### src/rtl/control_sequencer_pkg.sv
// Shared definitions for the CPU control sequencer: control-word bit map,
// opcodes, T-state encodings and the per-opcode last-step lookup.
package cpu_ctrl_pkg;

    localparam int HLT = 15;
    localparam int MI  = 14;
    localparam int RI  = 13;
    localparam int RO  = 12;
    localparam int IO  = 11;
    localparam int II  = 10;
    localparam int AI  = 9;
    localparam int AO  = 8;
    localparam int EO  = 7;
    localparam int SU  = 6;
    localparam int BI  = 5;
    localparam int OI  = 4;
    localparam int CE  = 3;
    localparam int CO  = 2;
    localparam int J   = 1;
    localparam int FI  = 0;

    localparam logic [3:0] OP_NOP = 4'b0000;
    localparam logic [3:0] OP_LDA = 4'b0001;
    localparam logic [3:0] OP_ADD = 4'b0010;
    localparam logic [3:0] OP_SUB = 4'b0011;
    localparam logic [3:0] OP_STA = 4'b0100;
    localparam logic [3:0] OP_LDI = 4'b0101;
    localparam logic [3:0] OP_JMP = 4'b0110;
    localparam logic [3:0] OP_JC  = 4'b0111;
    localparam logic [3:0] OP_JZ  = 4'b1000;
    localparam logic [3:0] OP_OUT = 4'b1110;
    localparam logic [3:0] OP_HLT = 4'b1111;

    localparam logic [2:0] STEP_T0 = 3'd0;
    localparam logic [2:0] STEP_T1 = 3'd1;
    localparam logic [2:0] STEP_T2 = 3'd2;
    localparam logic [2:0] STEP_T3 = 3'd3;
    localparam logic [2:0] STEP_T4 = 3'd4;

    typedef logic [15:0] ctrl_word_t;

    typedef struct packed {
        ctrl_word_t ctrl;
        logic       last;
    } uop_t;

    function automatic ctrl_word_t ctrl_bit(input int idx);
        return 16'h0001 << idx;
    endfunction

    function automatic logic [2:0] last_step(input logic [3:0] op);
        case (op)
            OP_LDA, OP_STA: last_step = STEP_T3;
            OP_ADD, OP_SUB: last_step = STEP_T4;
            default:        last_step = STEP_T2;
        endcase
    endfunction

endpackage

### src/rtl/control_sequencer_if.sv
// Bus between the instruction register / flags and the sequencer outputs.
interface control_sequencer_if;
    import cpu_ctrl_pkg::*;

    logic [3:0] opcode;
    logic       cf;
    logic       zf;
    ctrl_word_t ctrl;
    logic [2:0] step;
    logic       halted;

    modport master (output opcode, cf, zf, input ctrl, step, halted);
    modport slave  (input opcode, cf, zf, output ctrl, step, halted);
endinterface

### src/rtl/control_sequencer_microcode_rom.sv
// Combinational microcode: (opcode, step, flags) -> control word and last-step marker.
module microcode_rom
    import cpu_ctrl_pkg::*;
(
    input  logic [3:0] i_opcode,
    input  logic [2:0] i_step,
    input  logic       i_cf,
    input  logic       i_zf,
    output uop_t       o_uop
);

    ctrl_word_t w_ctrl;

    // Control word decode; every unlisted step/opcode pair issues nothing
    always_comb begin
        w_ctrl = 16'h0000;
        case (i_step)
            STEP_T0: w_ctrl = ctrl_bit(CO) | ctrl_bit(MI);
            STEP_T1: w_ctrl = ctrl_bit(RO) | ctrl_bit(II) | ctrl_bit(CE);
            STEP_T2: begin
                case (i_opcode)
                    OP_LDA, OP_ADD, OP_SUB, OP_STA: w_ctrl = ctrl_bit(IO) | ctrl_bit(MI);
                    OP_LDI: w_ctrl = ctrl_bit(IO) | ctrl_bit(AI);
                    OP_JMP: w_ctrl = ctrl_bit(IO) | ctrl_bit(J);
                    OP_JC: begin
                        if (i_cf) w_ctrl = ctrl_bit(IO) | ctrl_bit(J);
                        else      w_ctrl = 16'h0000;
                    end
                    OP_JZ: begin
                        if (i_zf) w_ctrl = ctrl_bit(IO) | ctrl_bit(J);
                        else      w_ctrl = 16'h0000;
                    end
                    OP_OUT:  w_ctrl = ctrl_bit(AO) | ctrl_bit(OI);
                    OP_HLT:  w_ctrl = ctrl_bit(HLT);
                    default: w_ctrl = 16'h0000;
                endcase
            end
            STEP_T3: begin
                case (i_opcode)
                    OP_LDA:         w_ctrl = ctrl_bit(RO) | ctrl_bit(AI);
                    OP_ADD, OP_SUB: w_ctrl = ctrl_bit(RO) | ctrl_bit(BI);
                    OP_STA:         w_ctrl = ctrl_bit(AO) | ctrl_bit(RI);
                    default:        w_ctrl = 16'h0000;
                endcase
            end
            STEP_T4: begin
                case (i_opcode)
                    OP_ADD:  w_ctrl = ctrl_bit(EO) | ctrl_bit(AI) | ctrl_bit(FI);
                    OP_SUB:  w_ctrl = ctrl_bit(EO) | ctrl_bit(AI) | ctrl_bit(SU) | ctrl_bit(FI);
                    default: w_ctrl = 16'h0000;
                endcase
            end
            default: w_ctrl = 16'h0000;
        endcase
    end

    assign o_uop.ctrl = w_ctrl;
    assign o_uop.last = (i_step == last_step(i_opcode));

endmodule

### src/rtl/control_sequencer.sv
// Microcoded control unit: owns the T-state counter, the halt latch and
// reset gating of the control word; decode lives in microcode_rom.
module control_sequencer
    import cpu_ctrl_pkg::*;
#(
    parameter bit EARLY_END  = 1'b1,
    parameter int STEP_COUNT = 5
) (
    input  logic                clk,
    input  logic                clr,
    control_sequencer_if.slave  bus
);

    localparam logic [2:0] STEP_LAST = 3'(STEP_COUNT - 1);

    uop_t       w_uop;
    logic       w_halt_now;
    logic       w_wrap;
    logic [2:0] w_step_nxt;
    logic [2:0] r_step;
    logic       r_halted;

    microcode_rom u_rom (
        .i_opcode (bus.opcode),
        .i_step   (r_step),
        .i_cf     (bus.cf),
        .i_zf     (bus.zf),
        .o_uop    (w_uop)
    );

    // Next T-state; the counter freezes at T2 once HLT is reached
    always_comb begin
        w_halt_now = (r_step == STEP_T2) && (bus.opcode == OP_HLT);
        w_wrap     = EARLY_END ? w_uop.last : (r_step == STEP_LAST);
        if (r_halted || w_halt_now) begin
            w_step_nxt = r_step;
        end else if (w_wrap) begin
            w_step_nxt = STEP_T0;
        end else begin
            w_step_nxt = r_step + 3'd1;
        end
    end

    // Step counter and halt latch
    always_ff @(posedge clk or posedge clr) begin
        if (clr) begin
            r_step   <= STEP_T0;
            r_halted <= 1'b0;
        end else begin
            r_step   <= w_step_nxt;
            r_halted <= r_halted | w_halt_now;
        end
    end

    // clr must silence the bus immediately, not at the next edge
    always_comb begin
        if (clr) begin
            bus.ctrl = 16'h0000;
        end else if (r_halted) begin
            bus.ctrl = ctrl_bit(HLT);
        end else begin
            bus.ctrl = w_uop.ctrl;
        end
    end

    assign bus.step   = r_step;
    assign bus.halted = r_halted;

endmodule

### src/flat_wrapper.sv
// flat-port wrapper written by rule: the top's interface ports become plain ports
module control_sequencer_flat import cpu_ctrl_pkg::*;
#(
    parameter bit EARLY_END  = 1'b1,
    parameter int STEP_COUNT = 5
)
  (clk, clr, bus_opcode, bus_cf, bus_zf, bus_ctrl, bus_step, bus_halted);
  control_sequencer_if bus_i ();
  input  logic clk;
  input  logic clr;
  input wire logic [$bits(bus_i.opcode)-1:0] bus_opcode;
  input wire logic [$bits(bus_i.cf)-1:0] bus_cf;
  input wire logic [$bits(bus_i.zf)-1:0] bus_zf;
  output wire logic [$bits(bus_i.ctrl)-1:0] bus_ctrl;
  output wire logic [$bits(bus_i.step)-1:0] bus_step;
  output wire logic [$bits(bus_i.halted)-1:0] bus_halted;
  assign bus_i.opcode = bus_opcode;
  assign bus_i.cf = bus_cf;
  assign bus_i.zf = bus_zf;
  assign bus_ctrl = bus_i.ctrl;
  assign bus_step = bus_i.step;
  assign bus_halted = bus_i.halted;
  control_sequencer #(.EARLY_END(EARLY_END), .STEP_COUNT(STEP_COUNT)) u_core (.clk(clk), .clr(clr), .bus(bus_i));
endmodule
### config.mk
export PLATFORM = sky130hd
export DESIGN_NAME = control_sequencer_flat
export DESIGN_NICKNAME = d
export VERILOG_FILES = /design/src/rtl/control_sequencer_pkg.sv /design/src/rtl/control_sequencer_if.sv /design/src/rtl/control_sequencer_microcode_rom.sv /design/src/rtl/control_sequencer.sv /design/src/flat_wrapper.sv
export SDC_FILE = /design/constraint.sdc
export NUM_CORES = 1
export LEC_CHECK = 0
export BUFFER_PORTS_ARGS = -buffer_cell sky130_fd_sc_hd__buf_4
export CORE_MARGIN = 10
export CORE_UTILIZATION = 49
export CTS_CLUSTER_DIAMETER = 50
export DETAILED_ROUTE_END_ITERATION = 7
export PLACE_DENSITY = 0.94
export SYNTH_ARGS = -nofsm -noshare
export SYNTH_HDL_FRONTEND = slang
export SYNTH_SLANG_ARGS = --single-unit
### constraint.sdc
create_clock -name clk -period 3.1 [get_ports clk]
set_clock_uncertainty 0.2 [all_clocks]
set_input_delay 0 -clock clk [delete_from_list [all_inputs] [get_ports clk]]
set_output_delay 0 -clock clk [all_outputs]
set_load 0.005 [all_outputs]
== Yosys cells after proc, flatten, opt, wreduce, memory -nomap -nowiden ==
Cells that the tools add are included.

* Equal/unequal tests: 15
* Reduce and logical (&&, ||, !) cells: 6
* Add/subtract/negate cells: 1
* Mux-type cells: 10
* Bitwise operators: 1

{| class="wikitable"
|+ Operators with widths
! operator !! count
|-
| 16-bit case mux with 7 select lines || 1
|-
| 16-bit case mux with 5 select lines || 1
|-
| 14-bit case mux with 3 select lines || 1
|-
| 16-bit two-way mux || 2
|-
| 12-bit two-way mux || 2
|-
| 10-bit case mux with 2 select lines || 1
|-
| 4-bit by 3-bit equality test with 1-bit output (second input constant) || 4
|-
| 4-bit equality test (second input constant) || 3
|-
| 4-bit by 2-bit equality test with 1-bit output (second input constant) || 2
|-
| 3-bit by 2-bit equality test with 1-bit output (second input constant) || 2
|-
| 3-bit case mux with 2 select lines || 1
|-
| 4-bit by 1-bit equality test with 1-bit output (second input constant) || 1
|-
| 2-bit OR reduction || 2
|-
| 4-bit OR reduction || 1
|-
| 3-bit by 1-bit adder with 3-bit output (second input constant) || 1
|-
| 3-bit by 1-bit equality test with 1-bit output (second input constant) || 1
|-
| 3-bit equality test || 1
|-
| 3-bit equality test (second input constant) || 1
|-
| 3-bit zero test || 1
|-
| 3-bit two-way mux || 1
|-
| 1-bit logical AND || 1
|-
| 1-bit logical OR || 1
|-
| 1-bit OR || 1
|}

* Logic and storage cells: 35
* Output and inout port bits: 20
* Input port bits: 8
* Flip-flop bits (word level): 4

== Longest topological paths before layout ==
* Depth in word-level cells: 6
* Mapped depth: 7
* Gate-level depth less buffers: 7

== Hierarchy ==
Synthesis repeated with hierarchy kept, for this count alone.

* Cells, all modules: 92
* Area total of the unflattened synthesis: 708.2 um2

{| class="wikitable"
|+ Modules (own cells, without submodules)
! module !! instances !! cells an instance !! seq. area each (um2) !! area each (um2)
|-
| microcode_rom || 1 || 54 || 0.0 || 372.9
|-
| control_sequencer || 1 || 38 || 100.1 || 335.3
|}

== Worst setup path before layout ==
OpenSTA, ideal clock, no wires.

* Path type: register to register
* Start: register u_core.r_step[0] (netlist: u_core.bus.step[0])
* End: register u_core.r_step[0] (netlist: u_core.bus.step[0])
* Data required time: 2.826 ns
* Stages on the path, launching flop included: 8
* Setup time: 0.074 ns
* Buffers on the path: 0
* Path slack: 1.343 ns
* Clock period less this slack: 1.757 ns
* Arrival time: 1.483 ns
* Cells stage by stage: dfrtp_1 inv_1 ha_1 nand4b_1 o21ba_4 inv_2 a221o_1 o21ai_2

* Longest elaborated chain between the ends: 3
* Elaborated cells on any way between the ends: 6
* Classes of those cells: add/sub (1); eq/ne (2); mux (1); reduce/logical (2)

{| class="wikitable"
|+ RTL lines
! element !! line !! text
|-
| start: declaration || control_sequencer.sv:20 || <nowiki>logic [2:0] r_step;</nowiki>
|-
| start signal: assignment || control_sequencer.sv:50 || <nowiki>r_step <= w_step_nxt;</nowiki>
|-
| parallel branches: the longest is 3 deep, another holds 3-bit by 1-bit adder with 3-bit output || n/a ||
|}

Several ways; the timed one is not identified.
A chain may end at the register's enable or synchronous reset.

== Final worst setup path ==
* Start: register u_core.r_step[0] (netlist: u_core.bus.step[0])
* End: output bus_ctrl[9]

* Longest elaborated chain between the ends: 4
* Elaborated cells on any way between the ends: 8
* Classes of those cells: eq/ne (4); mux (3); reduce/logical (1)

{| class="wikitable"
|+ RTL lines
! element !! line !! text
|-
| 3-bit equality test (tied with other cells) || n/a ||
|-
| 16-bit case mux with 5 select lines (*) || control_sequencer_microcode_rom.sv:17 || <nowiki>case (i_step)</nowiki>
|-
| 16-bit two-way mux (*) || control_sequencer.sv:59 || <nowiki>end else if (r_halted) begin</nowiki>
|-
| 16-bit two-way mux (*) || control_sequencer.sv:57 || <nowiki>if (clr) begin</nowiki>
|-
| end: declaration || flat_wrapper.sv:14 || <nowiki>output wire logic [$bits(bus_i.ctrl)-1:0] bus_ctrl;</nowiki>
|}

Every way passes the cells marked *; elsewhere a longest branch is shown, timed or not.

==> results.ini <==
[clock_network]
cts-htree-levels = 1
path_clk_slew_ns = 0.04
cts_buffer_depth = 2
root_buffer = clkbuf_4
clock_latency_ns = 0.24
cts_buffers = 3
cts.sinks = 4
cts_tree = yes

[die]
core-area_um2 = 1170
die_area_um2 = 3160
rows = 12
initial_core_util_pct = 54.8
die_w_um = 56.2
io_pins = 28
die_y_um = 56.2

[placement]
hpwl_um = 1510
portBuffers = 27
globalplace.congestion = 0.830
dp.cells = 122
placed_area_um2 = 825

[sta]
rsz0062_at_grt = false
maxSlewViolCount = 0
hold_violations = 0
maxSlewHeadroom_pct = 78.7
setup_tns_ns = 0
clock.fmax_ghz = 0.482
setup_viol = 0
fin_crit_ns = 2.07
fin_crit_sh_pct = 66.9
worst_pin_slew_ns = 0.318

[yosys]
async_reset_ff_share_pct = 100
synth_compound_area_share_pct = 22.4
synthAdderAreaFrac_pct = 9.75
yosysUniqueCellTypes = 39
syn_inst = 87
synth-edff-count = 0
ys_ff_latch = 4
yosys_warnings = 0
syn_area_um2 = 642
synth-simple-area-share_pct = 36.8
synth_top_family_by_area = simple AND/OR/NAND/NOR gates
yosysSeqAreaShare_pct = 15.6
avgSynthCellArea_um2 = 7.38
syn_nets = 100
muxShareOfSynthArea_pct = 3.31
yosys_most_used_dff = dfrtp_1
synth_xor_area_share_pct = 2.73

[routing]
ant_nets = 0
num_vias = 711
routed_wl_um = 1890
drt-vias-per-instance = 5.60
drc_errors = 0
wl_per_cell_um = 14.8
drtIter0Drc = 12
drt_first_pass_iters = 4

[worst_setup_path]
reg2reg_to = u_core.bus.step[0]
critPathBufInv = 2
cpPeakStageDelay_ns = 0.49
cp.required_ns = 2.90
arrival_ns = 1.87
path_delay_family = flip-flops
path_class = reg -> out
worstPathCellList = inv_1 > ha_1 > nor2b_1 > mux2_2 > a31oi_1 > nor2_1 > buf_4
end_kind = output pin
crit_fanout = 8
start_kind = register
rrSetupSlack_ns = 1.19
r2r-start = u_core.bus.step[0]
cpMaxStageDelayCell = dfrtp_1
ff2ff_path_depth = 7

[power]
seq_power_share_pct = 23.6
power_mw = 0.553
pwr-share-clk_pct = 11.5
powerDensity_nw_per_um2 = 637
intPower_mw = 0.305
p_comb_share_pct = 64.9
ir_drop_v = 0.000456
switchingPower_mw = 0.247
p_leak_nw = 0.416
swShare_pct = 44.8

[finish]
layout.cells.non_filler = 127
syn2layout_area_growth_pct = 35.1
drive_above_1_share_pct = 33.6
fin_area_um2 = 867
fill_cells = 107
n_antenna_cell = 0
finish.net_count = 128

[status]
status = finished, final reports clean

[grt]
grt_pass1_vias = 704
grt_pass1_wl_um = 3020
grt_start_max_net_pins = 16
antenna_found_initial = 0
gr-total-overflow = 0
grt.total_usage_pct = 11.1

[flow_run]
maxCapViolCount = 0

[hold_path]
hp-class = in -> async

-- worst min-delay path, cell delays in order --
cell	delay [ns]
dlygate4sd3_1	0.54
buf_4	0.15
inv_1	0.14
-- state kept, by name (all words and copies together), names as in the netlist --
signal / cells
u_core.bus.halted: 1
u_core.bus.step: 3
-- synthesized netlist by cell type (2+ instances only) --
cell type | count | area [µm²]
inv_1 | 5 | 18.8
nand2_1 | 7 | 26.3
nor2_1 | 12 | 45.0
buf_4 | 3 | 22.5
and3_1 | 4 | 25.0
o31ai_1 | 2 | 15.0
xnor2_1 | 2 | 17.5
buf_2 | 2 | 10.0
a21oi_1 | 3 | 15.0
ha_1 | 5 | 62.6
dfrtp_1 | 4 | 100
nor2b_1 | 5 | 31.3
nand4b_1 | 2 | 17.5
and2_1 | 3 | 18.8
nand3_1 | 2 | 10.0
o21ai_0 | 2 | 10.0
a31oi_1 | 2 | 12.5
-- cells by family (layout without fill, tap and decap cells) --
logic type,count (synthesis),in the layout
AO/OA/AOI/OAI,19,19
multiplexers,2,2
XOR/XNOR,2,2
adder cells (fa/ha/maj),5,5
AND/OR/NAND/NOR,43,43
flip-flops,4,4
buffers and inverters,12,38
-- power groups by stage --
stage | combinational [mW] | sequential (mW) | clock, mW
2_1_floorplan | 0.237 | 0.121 | 0
3_3_place_gp | 0.350 | 0.128 | 0
3_5_place_dp | 0.360 | 0.129 | 0
4_1_cts | 0.364 | 0.130 | 0.0667
5_1_grt | 0.404 | 0.137 | 0.0746
6_report | 0.359 | 0.130 | 0.0635
-- layer usage --
metal,wire length [µm],share of wire [%],track usage [%],vias up
met5,0,0,0,-
met4,13,0.69,4.78,0
met3,145,7.7,4.33,2
met2,902,48,19.1,28
met1,824,44,11.7,321
li1,-,-,-,360
-- through the flow --
step,utilization (%),hold WS (ns),worst slack (ns)
after floorplan,-,-0.434,1.34
after global placement,70.4,-0.277,1.29
after detailed placement,70.4,-0.271,1.22
after CTS,74.0,0.0261,1.04
after global routing,74.0,0.0526,0.864
final,74.0,0.0383,1.03
-- cells in the final DEF (no fill, tap or decap), drive strengths merged, types with 2 or more instances in the layout --
cell type and instances:
and2 3, nor3 2, buf 27, ha 5, nor2b 5, and3 4, a31oi 2, a21oi 4
nor2 12, dfrtp 4, inv 6, xnor2 2, dlygate4sd3 2, nand4b 2, o21ai 3, o31ai 2
nand2 7, nand3 2, clkbuf 3
-- worst max-delay path by stage --
stage,start,endpoint,slack (ns),cells past startpoint
after global routing,u_core.bus.step[0],bus_ctrl[9],0.86,7
after detailed placement,u_core.bus.step[0],u_core.bus.step[0],1.22,7
after floorplan,u_core.bus.step[0],u_core.bus.step[0],1.34,7
after global placement,u_core.bus.step[0],u_core.bus.step[0],1.29,7
after CTS,u_core.bus.step[0],bus_ctrl[9],1.04,7
final,u_core.bus.step[0],bus_ctrl[9],1.03,7
-- what timing repair did --
action	in CTS	in global routing
hold buffers	2	0
setup buffers	0	0
endpoints found under the hold margin	5	0
resized for setup	0	0
-- cell type report --
class / count / area (µm²) / share of cell area [%]
multi-input combinational: 71 / 482 / 55.6
clock buffer: 3 / 22.5 / 2.60
sequential: 4 / 100 / 11.5
timing repair buffer: 29 / 223 / 25.7
inverter: 6 / 22.5 / 2.60
tap: 14 / 17.5 / 2.02
Power figures use the tool's default switching activity.
